### src/rtl/fp8_mul_sched.sv
// fp8_mul_sched -- issues FP8 vector-multiply requests from two requesters
// onto one shared, pipelined FP8VectorMul and returns each result to the
// requester that issued it, in issue order.
//
// Parameters:
//   MUL_LATENCY  cycles from operands on mul_* to the matching mul_res (1..8)
//   FIFO_DEPTH   response FIFO entries per requester (power of two, 2..16)
//
// Ports:
//   clk, rst                      clock, synchronous active-high reset
//   req_valid_N / req_ready_N     request handshake, requester N (0/1)
//   req_q_N, req_vec_N            FP8 scalar and four FP8 lanes {d,c,b,a}
//   req_e5m2_N                    1 = E5M2, 0 = E4M3
//   rsp_valid_N / rsp_ready_N     response handshake, requester N
//   rsp_res_N                     four FP16 products {qd,qc,qb,qa}
//   mul_q, mul_vec, mul_e5m2mode  registered operands to the shared multiplier
//   mul_res                       shared multiplier result
//   busy                          work in flight or a response FIFO non-empty
//
// Handshake: a request (response) transfers on a rising edge where its valid
// and ready are both high. req_ready_N may depend combinationally on
// req_valid_N; rsp_valid_N never depends on rsp_ready_N, and rsp_res_N holds
// steady while rsp_valid_N is high and rsp_ready_N is low.
//
// Build option: define FP8_SCHED_FIXED_PRIO_EN to give requester 0 fixed
// priority; otherwise contention is resolved round-robin.
module fp8_mul_sched #(
  parameter int MUL_LATENCY = 1,
  parameter int FIFO_DEPTH  = 4
) (
  input  logic        clk,
  input  logic        rst,
  input  logic        req_valid_0,
  input  logic        req_valid_1,
  output logic        req_ready_0,
  output logic        req_ready_1,
  input  logic [7:0]  req_q_0,
  input  logic [7:0]  req_q_1,
  input  logic [31:0] req_vec_0,
  input  logic [31:0] req_vec_1,
  input  logic        req_e5m2_0,
  input  logic        req_e5m2_1,
  output logic        rsp_valid_0,
  output logic        rsp_valid_1,
  input  logic        rsp_ready_0,
  input  logic        rsp_ready_1,
  output logic [63:0] rsp_res_0,
  output logic [63:0] rsp_res_1,
  output logic [7:0]  mul_q,
  output logic [31:0] mul_vec,
  output logic        mul_e5m2mode,
  input  logic [63:0] mul_res,
  output logic        busy
);

  localparam int AW = $clog2(FIFO_DEPTH);
  localparam int CW = AW + 1;
  localparam logic [CW-1:0] DEPTH_C = CW'(FIFO_DEPTH);

  typedef struct packed {
    logic v;
    logic id;
  } tag_t;

  logic [1:0]    req_valid;
  logic [1:0]    rsp_ready;
  logic [1:0]    elig;
  logic [1:0]    grant;
  logic [1:0]    push;
  logic [1:0]    pop;
  logic [1:0]    full;
  logic [1:0]    empty;
  logic [CW-1:0] credit [2];
  logic [CW-1:0] wr_ptr [2];
  logic [CW-1:0] rd_ptr [2];
  logic [63:0]   mem [2][FIFO_DEPTH];
  // tag_q[0] is aligned with the mul_* register; tag_q[MUL_LATENCY] lines up
  // with the cycle in which mul_res carries that operation's result.
  tag_t          tag_q [MUL_LATENCY+1];
  tag_t          tag_out;
  logic          last_grant;

  assign req_valid = {req_valid_1, req_valid_0};
  assign rsp_ready = {rsp_ready_1, rsp_ready_0};
  assign tag_out   = tag_q[MUL_LATENCY];

  // Credit counts in-flight work plus FIFO occupancy, so a granted request
  // always has a FIFO slot waiting when its result comes out.
  always_comb begin
    elig  = 2'b00;
    empty = 2'b00;
    full  = 2'b00;
    push  = 2'b00;
    pop   = 2'b00;
    for (int r = 0; r < 2; r++) begin
      elig[r]  = req_valid[r] && (credit[r] < DEPTH_C) && !rst;
      empty[r] = (wr_ptr[r] == rd_ptr[r]);
      full[r]  = ((wr_ptr[r] - rd_ptr[r]) == DEPTH_C);
      push[r]  = tag_out.v && (tag_out.id == r[0]);
      pop[r]   = rsp_ready[r] && !empty[r];
    end
  end

  always_comb begin
    grant = 2'b00;
`ifdef FP8_SCHED_FIXED_PRIO_EN
    if (elig[0]) begin
      grant = 2'b01;
    end else if (elig[1]) begin
      grant = 2'b10;
    end
`else
    // last_grant = 1 means requester 1 went last, so requester 0 is favoured.
    if (elig == 2'b11) begin
      grant = last_grant ? 2'b01 : 2'b10;
    end else begin
      grant = elig;
    end
`endif
  end

  assign req_ready_0 = grant[0];
  assign req_ready_1 = grant[1];
  assign rsp_valid_0 = !empty[0];
  assign rsp_valid_1 = !empty[1];
  assign rsp_res_0   = empty[0] ? '0 : mem[0][rd_ptr[0][AW-1:0]];
  assign rsp_res_1   = empty[1] ? '0 : mem[1][rd_ptr[1][AW-1:0]];
  assign busy        = (credit[0] != '0) || (credit[1] != '0);

  always_ff @(posedge clk) begin
    if (rst) begin
      for (int r = 0; r < 2; r++) begin
        credit[r] <= '0;
        wr_ptr[r] <= '0;
        rd_ptr[r] <= '0;
      end
      for (int k = 0; k <= MUL_LATENCY; k++) begin
        tag_q[k] <= '0;
      end
      last_grant   <= 1'b1;
      mul_q        <= '0;
      mul_vec      <= '0;
      mul_e5m2mode <= 1'b0;
    end else begin
      for (int r = 0; r < 2; r++) begin
        credit[r] <= credit[r] + CW'(grant[r]) - CW'(pop[r]);
        if (push[r]) wr_ptr[r] <= wr_ptr[r] + 1'b1;
        if (pop[r])  rd_ptr[r] <= rd_ptr[r] + 1'b1;
      end
      tag_q[0] <= '{v: |grant, id: grant[1]};
      for (int k = 1; k <= MUL_LATENCY; k++) begin
        tag_q[k] <= tag_q[k-1];
      end
      if (|grant) begin
        last_grant   <= grant[1];
        mul_q        <= grant[1] ? req_q_1    : req_q_0;
        mul_vec      <= grant[1] ? req_vec_1  : req_vec_0;
        mul_e5m2mode <= grant[1] ? req_e5m2_1 : req_e5m2_0;
      end
    end
  end

  // Storage only; validity is tracked by the pointers above.
  always_ff @(posedge clk) begin
    for (int r = 0; r < 2; r++) begin
      if (!rst && push[r]) mem[r][wr_ptr[r][AW-1:0]] <= mul_res;
    end
  end

  // Credit accounting makes a push into a full FIFO without a pop impossible.
  a_no_overflow_0: assert property (@(posedge clk) disable iff (rst)
    !(push[0] && full[0] && !pop[0]));
  a_no_overflow_1: assert property (@(posedge clk) disable iff (rst)
    !(push[1] && full[1] && !pop[1]));

endmodule

### config.mk
export PLATFORM = sky130hd
export DESIGN_NAME = fp8_mul_sched
export DESIGN_NICKNAME = d
export VERILOG_FILES = /design/src/rtl/fp8_mul_sched.sv
export SDC_FILE = /design/constraint.sdc
export NUM_CORES = 1
export LEC_CHECK = 0
export CAP_MARGIN = 20
export CELL_PAD_IN_SITES_DETAIL_PLACEMENT = 1
export CELL_PAD_IN_SITES_GLOBAL_PLACEMENT = 2
export CORE_AREA = 4 4 242 244
export CTS_CLUSTER_SIZE = 8
export DETAILED_ROUTE_END_ITERATION = 12
export DIE_AREA = 0 0 246 248
export PLACE_DENSITY = 0.89
export REMOVE_ABC_BUFFERS = 1
export SLEW_MARGIN = 20
export SYNTH_ARGS = -nofsm -noshare
export SYNTH_HDL_FRONTEND = slang
export SYNTH_SLANG_ARGS = --single-unit
### constraint.sdc
create_clock -name clk -period 5.02 [get_ports clk]
set_input_delay 1.506 -clock clk [delete_from_list [all_inputs] [get_ports clk]]
set_output_delay 1.506 -clock clk [all_outputs]
set_load 0.05 [all_outputs]
======== Word-level counts from Yosys, hierarchy flattened ========
Memory sizes are Yosys's and may differ from the RTL's.
Cells that the tools add are included.
storage, ports and cells
  register bits ........................... 42
  bits in writable memories ............... 534
  input port bits ......................... 152
  output and inout port bits .............. 174
  word-level logic and storage cells ...... 108
  memories kept ........................... 5
memories
  memory  depth  bits a word  read ports  clocked after memory_dff  write ports  line  text
  mem     2      256          2           0                         1            76    logic [63:0] mem [2][FIFO_DEPTH];
  credit  2      3            2           0                         2            73    logic [CW-1:0] credit [2];
  rd_ptr  2      3            2           0                         2            75    logic [CW-1:0] rd_ptr [2];
  wr_ptr  2      3            2           0                         2            74    logic [CW-1:0] wr_ptr [2];
  tag_q   2      2            2           0                         2            79    tag_t tag_q [MUL_LATENCY+1];
operators by class
  $add $sub $neg .......................... 8
  magnitude comparators ................... 8
  equality and inequality tests ........... 3
  muxes and demuxes ....................... 47
  bitwise operators ....................... 13
  reductions and logical operators ........ 20
operators with widths
  kind                                                         number
  2-to-1 mux 256 bit                                           4
  2-to-1 mux 64 bit                                            8
  binary-select mux 64 bit (select 2 bit)                      2
  demux 64 bit (select 2 bit)                                  2
  OR reduction 256 bit                                         1
  2-to-1 mux 32 bit                                            1
  2-to-1 mux 1 bit                                             19
  2-to-1 mux 3 bit                                             6
  adder 3 x 1 -> 3 bit (second input constant)                 4
  >= comparator 3 bit (second input constant)                  4
  logical AND 1 bit                                            12
  inverter 2 -> 3 bit                                          4
  2-to-1 mux 2 bit                                             4
  2-to-1 mux 8 bit                                             1
  bitwise OR 1 bit                                             8
  adder 3 x 1 -> 3 bit                                         2
  == test 3 bit                                                2
  less-than comparator 3 x 1 -> 1 bit (second input constant)  2
  less-than comparator 3 bit (second input constant)           2
  nonzero test 3 bit                                           2
  subtractor 3 x 1 -> 3 bit                                    2
  logical NOT 1 bit                                            3
  == test 2 bit (second input constant)                        1
  OR reduction 2 bit                                           1
  2 further kinds                                              2

======== Depth between registers and ports, before layout ========
Gate-level depths: netlist of the first run.
  word-level depth ........................ 8
  gate-level depth with buffers ........... 10
  mapped depth without buffers ............ 9

======== Worst setup path after synthesis of the first run ========
OpenSTA, ideal clock, no wires.
  path type ............................... input-to-output
  start ................................... input rst
  end ..................................... output req_ready_0
  arrival time ............................ 3.091 ns
  required time ........................... 3.514 ns
  setup slack ............................. 0.423 ns
  stages .................................. 3
  path buffers ............................ 2
  path through ............................ clkbuf_1 > clkbuf_1 > nor3_1
between the ends
  longest elaborated chain between the ends .. 4
  elaborated cells on any way between the ends .. 5
  those cells by class .................... eq/ne: 1; mux: 1; reduce/logical: 3
ends and longest elaborated chain
  element                line  text
  start, declared        32    input logic rst,
  logical NOT 1 bit (*)  96    elig[r] = req_valid[r] && (credit[r] < DEPTH_C) && !rst;
  logical AND 1 bit      96
  == test 2 bit          114   if (elig == 2'b11) begin
  2-to-1 mux 2 bit (*)   114
  end, declared          35    output logic req_ready_0,
Every way passes the cells marked *; elsewhere a longest branch is shown, timed or not.

==> results.toml, run 1 <==
[status]
outcome = "finished clean"

[drt]
ant_nets = 0
dr.pass1.iters = 4
viasPerCell = 5.405
drt_iter0_drc = 790
route.detailed.drc = 0
wl_um = 59890
vias = 12690
routedWlPerCell_um = 25.51

[grt]
grt_pass1_vias = 14320
grt_max_degree = 84
grt-ovfl-total = 0
antenna_found_initial = 3
track_usage = 0.1973
grt_pass1_wl_um = 90280

[clocking]
cts_tree = "done"
post_cts_buffers = 0
clock_sinks = 576
cts_buffer_depth = 3
root_buffer = "clkbuf_16"
htree_levels = 3
postCtsHoldBufs = 0
clk_pin_slew_worst_paths_ps = 50
cts_resized = 0
cts_inserted_buffers = 82
clkLatencyLatePin_ps = 610

[logic_synthesis]
synth_cell_types = 31
synth_edf_count = 524
ys.flop_type = "edfxtp_1"
synth_fa_ha_area_frac = 0.008292
netlist_area_um2 = 22940
synth_area_leaders = "edfxtp_1 69%, mux4_2 13%, dfxtp_1 4.5%, nor2b_1 3.6%, o31a_1 1.6%"
synth_top_area_frac = 0.6861
synth_compound_area_frac = 0.04430
synth_xor_area_frac = 0.005728
synth-seq-cells = 576
netlist_instances = 1216
yosys.area_share.simple = 0.05941
muxShareOfSynthArea = 0.1257
synth_top_family_by_area = "multiplexers"
yosysWarningCount = 0
yosys.area.top_type = "edfxtp_1"
ys_seq_area_frac = 0.7314
postSynthAreaPerCell_um2 = 18.86
async_reset_ff_frac = 0

[power]
combPwrFrac = 0.278
p_switching_mw = 4.653
p_seq_frac = 0.380
power_density_nw_per_um2 = 492.0
p_int_mw = 9.793
p_clk_frac = 0.342
peakVddDrop_mv = 0.4254
leakagePower_nw = 9.583
switching_share = 0.3221

[finish]
final_area_um2 = 29360
synthToLayoutAreaGrowth_pct = 28.01
fill_cells = 5201
layout_commonest_cell = "edfxtp_1"
fin_nets = 1738
final_util = 0.5217
layout_common_cells = "524 x edfxtp_1, 292 x clkdlybuf4s50_1, 133 x nor2b_1"
seq_area_um2 = 16780
multi_input_area_um2 = 5634
layout-drive-gt1-share = 0.1849

[sta]
finalClockSkew_ps = 23.86
finalMaxSlewViolations = 0
post-route-period-util = 0.9263
rsz0062_at_grt = "false"
relSlewSlack = 0.4104
tightest_slew_ps = 884.4
finalSetupViolCount = 0
fin_crit_ps = 4650
max_freq_ghz = 0.2150
final_hold_viol_count = 0

[placed_design]
place.gp.congestion = 0.8085
dpl_cell_area_um2 = 27100
io_buffers = 325
dp_hpwl_um = 35860

[floorplan]
coreArea_um2 = 56280
rows = 87
die_area_um2 = 61010
boundaryPins = 326
dieWidth_um = 246
die_h_um = 248
initial_utilization = 0.4075

[worst_setup_path]
critPathKind = "reg2out"
cp-start-kind = "flip-flop"
worstSetupEndpointType = "primary output"
cp.required_ps = 3510
crit_path_max_fanout = 65
cp_slowest_cell = "clkdlybuf4s50_1"
cp_cell_sequence = "buf_4 -> xor2_1 -> nor3_2 -> buf_12 -> nor2b_1 -> clkdlybuf4s50_1"
cp_data_arrival_time_ps = 3140
critPathMaxStageDelay_ps = 870

[min_path]
hold_class = "reg2reg"

[run]
max-cap-violations = 0
worst max-delay path: cells and delay by family (launching register included):
| kind | cells | cell delay, ps |
|---|---|---|
| flip-flops | 1 | 430 |
| buffers and inverters | 3 | 1270 |
| XOR/XNOR | 1 | 250 |
| AND/OR/NAND/NOR | 2 | 470 |
power by group through the flow:
stage                     combinational, mW  sequential, mW  clock, mW
after floorplan                        2.24            5.94          0
after global placement                 3.97            5.57          0
after detailed placement               4.04            5.58          0
after CTS                              4.06            5.49       5.08
after global routing                   4.22            5.50       5.31
final                                  4.01            5.49       4.95
sequential cells by signal (all words and copies together) (netlist names):
signal / flops
credit: 6
last_grant: 1
mem: 512
mul_e5m2mode: 1
mul_q: 8
mul_vec: 32
rd_ptr: 6
tag_q: 4
wr_ptr: 6
synth_stat cells (10+ instances only):
cell type  number
edfxtp_1      524
nor2b_1       133
mux4_2        128
dfxtp_1        52
inv_1          51
clkbuf_1       48
nor3b_1        42
a31oi_1        41
o21a_1         41
o31a_1         41
buf_2          14
nor2_1         14
ha_1           12
buf_4          10
per-stage QoR:
| step | total power, mW | worst slack, ps | instances | hold WS, ps | setup TNS [ps] |
|---|---|---|---|---|---|
| finish | 14.45 | 369.8 | 2348 | 424.2 | 0 |
| floorplan | 8.178 | -3975 | 1134 | 413.8 | -505650 |
| global placement | 9.541 | 662.9 | 2244 | 425.0 | 0 |
| detailed placement | 9.616 | 627.5 | 2244 | 430.9 | 0 |
| global route | 15.03 | 179.4 | 2346 | 444.3 | 0 |
| CTS | 14.63 | 332.6 | 2346 | 431.5 | 0 |
cell type report:
cell class,count,area share
sequential,576,0.5714
multi-input combinational,507,0.1919
timing repair buffer,354,0.1209
clock buffer,95,0.07300
tap,756,0.03222
inverter,51,0.006520
clock inverter,7,0.003921
antenna,2,0.0001705
routing by layer:
metal,track usage,up-vias,part of all wire
met3,0.06688,74,0.091
met1,0.2391,6612,0.39
met5,0,-,0.00020
met4,0.05473,2,0.018
li1,-,5489,-
met2,0.3399,513,0.50
final timing paths:
kind	from	cells past startpoint	to	slack, ps
worst max-delay path	rd_ptr[0][0]$_SDFFCE_PN0P_	6	rsp_res_0[24]	370
worst min-delay path	tag_q[0][0]$_SDFF_PP0_	1	tag_q[0][2]$_SDFF_PP0_	420
worst max register to register	wr_ptr[0][3]$_SDFFCE_PP0P_	9	credit[0][5]$_SDFF_PP0_	2230
worst min register to register	tag_q[0][0]$_SDFF_PP0_	1	tag_q[0][2]$_SDFF_PP0_	420
kinds of logic after synthesis:
kind of cell	Yosys count
flip-flops	576
AND/OR/NAND/NOR	215
AO/OA/AOI/OAI	135
buffers and inverters	133
multiplexers	128
XOR/XNOR	15
adder cells (fa/ha/maj)	14
(Power assumes the default switching activity.)
==> run 2: changes to the inputs <==
--- a/config.mk
+++ b/config.mk
@@ -12,6 +12,7 @@
 export CTS_CLUSTER_SIZE = 8
 export DETAILED_ROUTE_END_ITERATION = 12
 export DIE_AREA = 0 0 246 248
+export GPL_TIMING_DRIVEN = 1
 export PLACE_DENSITY = 0.89
 export REMOVE_ABC_BUFFERS = 1
 export SLEW_MARGIN = 20
==> results of run 2 <==
Final layout, timing and power as in run 1 (identical DEF).
==> RTL edit, RTL diff (settings of run 1) <==
The option `FP8_SCHED_FIXED_PRIO_EN` is turned on by a define.
--- a/src/rtl/fp8_mul_sched.sv
+++ b/src/rtl/fp8_mul_sched.sv
@@ -24,6 +24,8 @@
 //
 // Build option: define FP8_SCHED_FIXED_PRIO_EN to give requester 0 fixed
 // priority; otherwise contention is resolved round-robin.
+`define FP8_SCHED_FIXED_PRIO_EN
+
 module fp8_mul_sched #(
   parameter int MUL_LATENCY = 1,
   parameter int FIFO_DEPTH  = 4
Behaviour: not the same (Yosys sat finds a counterexample within 4 cycles, from zero or initial values and one cycle with rst high).
==> RTL edit against run 1 <==
  * Routed wire length fell by 4.9%
  * Worst setup slack got worse by 0.028 ns
  * Sequential share of layout area rose by 1.1 points
  * Design area fell by 2.0%
  * Sequential cell count fell by 1
  * Utilization fell by 1.0 points
  * Worst hold slack improved by 0.013 ns
  * Global-route usage fell by 1.1 points
  * Synthesized area fell by 2.6%
  * Fmax fell by 0.60%
  * First-iteration DRC count fell by 12%
  * Power fell by 1.8%
  * Synthesized cell count fell by 4.9%
==> RTL edit: results (changes against run 1) <==
[routing]
dr_total_vias=12030  ; -5.2%
routed_wl_um=56960  ; -4.9%

[cells_and_area]
fillerInstances=5195  ; -0.12%
drive_gt1_share_pct=16.68  ; -1.8 points
layout.cells.non_filler=2309  ; -1.7%
nNetsFinal=1687  ; -2.9%
antenna_cells=0  ; -2

[synth]
synth_commonest_cells=524 x edfxtp_1, 134 x nor2b_1, 128 x mux4_2
synth-seq-area-share_pct=74.98  ; +1.8 points
synth_cell_types=25  ; -19%
synthTopCellsByArea=edfxtp_1 70%, mux4_2 13%, dfxtp_1 4.6%

[clock_tree]
post-cts-setup-buffers=0  ; unchanged
cts_made_buffers=81  ; -1.2%

[global_route]
antenna_found_initial=0  ; -3
grt_usage_pct=18.63  ; -1.1 points
first_global_vias=13570  ; -5.2%
grt_pass1_wl_um=84800  ; -6.1%
grt_max_degree=67  ; -20%

[sta]
clock_skew_ns=0.03115  ; +0.007283 ns
hold_slack_ns=0.4375  ; +0.01328 ns
slew_headroom_pct=49.37  ; +8.3 points

[setup_path]
ff2ff_setup_slack_ns=2.43  ; +0.20 ns
path_max_fanout=46  ; -29%
cpPeakStageDelay_ns=0.88

[power]
p_leak_uw=0.009315  ; -2.8%

[placed_design]
gp_congestion=0.7639  ; -5.5%
dp_hpwl_um=34410  ; -4.0%
dpl_cell_area_mm2=0.02653  ; -2.1%

[worst_hold_path]
hp-start=tag_q[0][1]$_SDFF_PP0_
hold-path-endpoint=tag_q[0][3]$_SDFF_PP0_

[outcome]
status=completed

RTL edit: changes by cell type after synthesis, sizes merged, moves of 32 or more:
| cell | run 1 | this run |
|---|---|---|
| a31oi | 41 | 0 |
| nor2 | 14 | 55 |
| nand2 | 1 | 84 |
| o31a | 41 | 0 |
| o21a | 41 | 0 |
| nor3b | 42 | 0 |
| clkbuf | 48 | 16 |
| a311oi | 0 | 41 |
| inv | 51 | 9 |
RTL edit: logic make-up (layout without fill, tap and decap cells):
group	after synthesis	in the layout	synth area share, %
flip-flops	575	575	74.98
AO/OA/AOI/OAI	52	52	2.066
adder cells (fa/ha/maj)	14	14	0.8510
multiplexers	128	128	12.90
AND/OR/NAND/NOR	297	297	6.735
XOR/XNOR	14	14	0.5487
buffers and inverters	77	473	1.920
RTL edit: how the worst max path moves through the flow:
stage | slack [ns] | to
2_1_floorplan | -4.07 | rsp_res_0[0]
3_3_place_gp | 0.65 | req_ready_1
3_5_place_dp | 0.65 | req_ready_1
4_1_cts | 0.31 | rsp_res_1[49]
5_1_grt | 0.25 | rsp_res_0[40]
6_report | 0.34 | rsp_res_1[49]
RTL edit: area by class of cell:
type	instances	area, um^2	area share [%]
timing repair buffer	349	3573	12.42
multi-input combinational	505	5218	18.13
sequential	575	16760	58.23
inverter	9	33.78	0.1174
tap	756	945.9	3.287
clock inverter	7	118.9	0.4131
clock buffer	108	2128	7.397
RTL edit: per-layer routing:
layer  global-route usage, %  wire length (um)  vias to the layer above
li1                        -                 -                     5257
met1                   23.56             22850                     6216
met2                   31.81             28440                      496
met3                   5.369              4833                       62
met4                   4.956               838                        0
met5                       0                 0                        -
RTL edit: report_power, final:
group	switching (uW)	internal, uW	total, uW
Combinational	2480	1370	3850
Sequential	96.4	5380	5480
Clock	1920	2930	4850
Total	4500	9680	14200
RTL edit: through the flow:
step                setup WS, ns  TNS, ns
finish                    0.3417        0
global route              0.2503        0
CTS                       0.3066        0
detailed placement        0.6473        0
global placement          0.6480        0
floorplan                 -4.069  -528.69
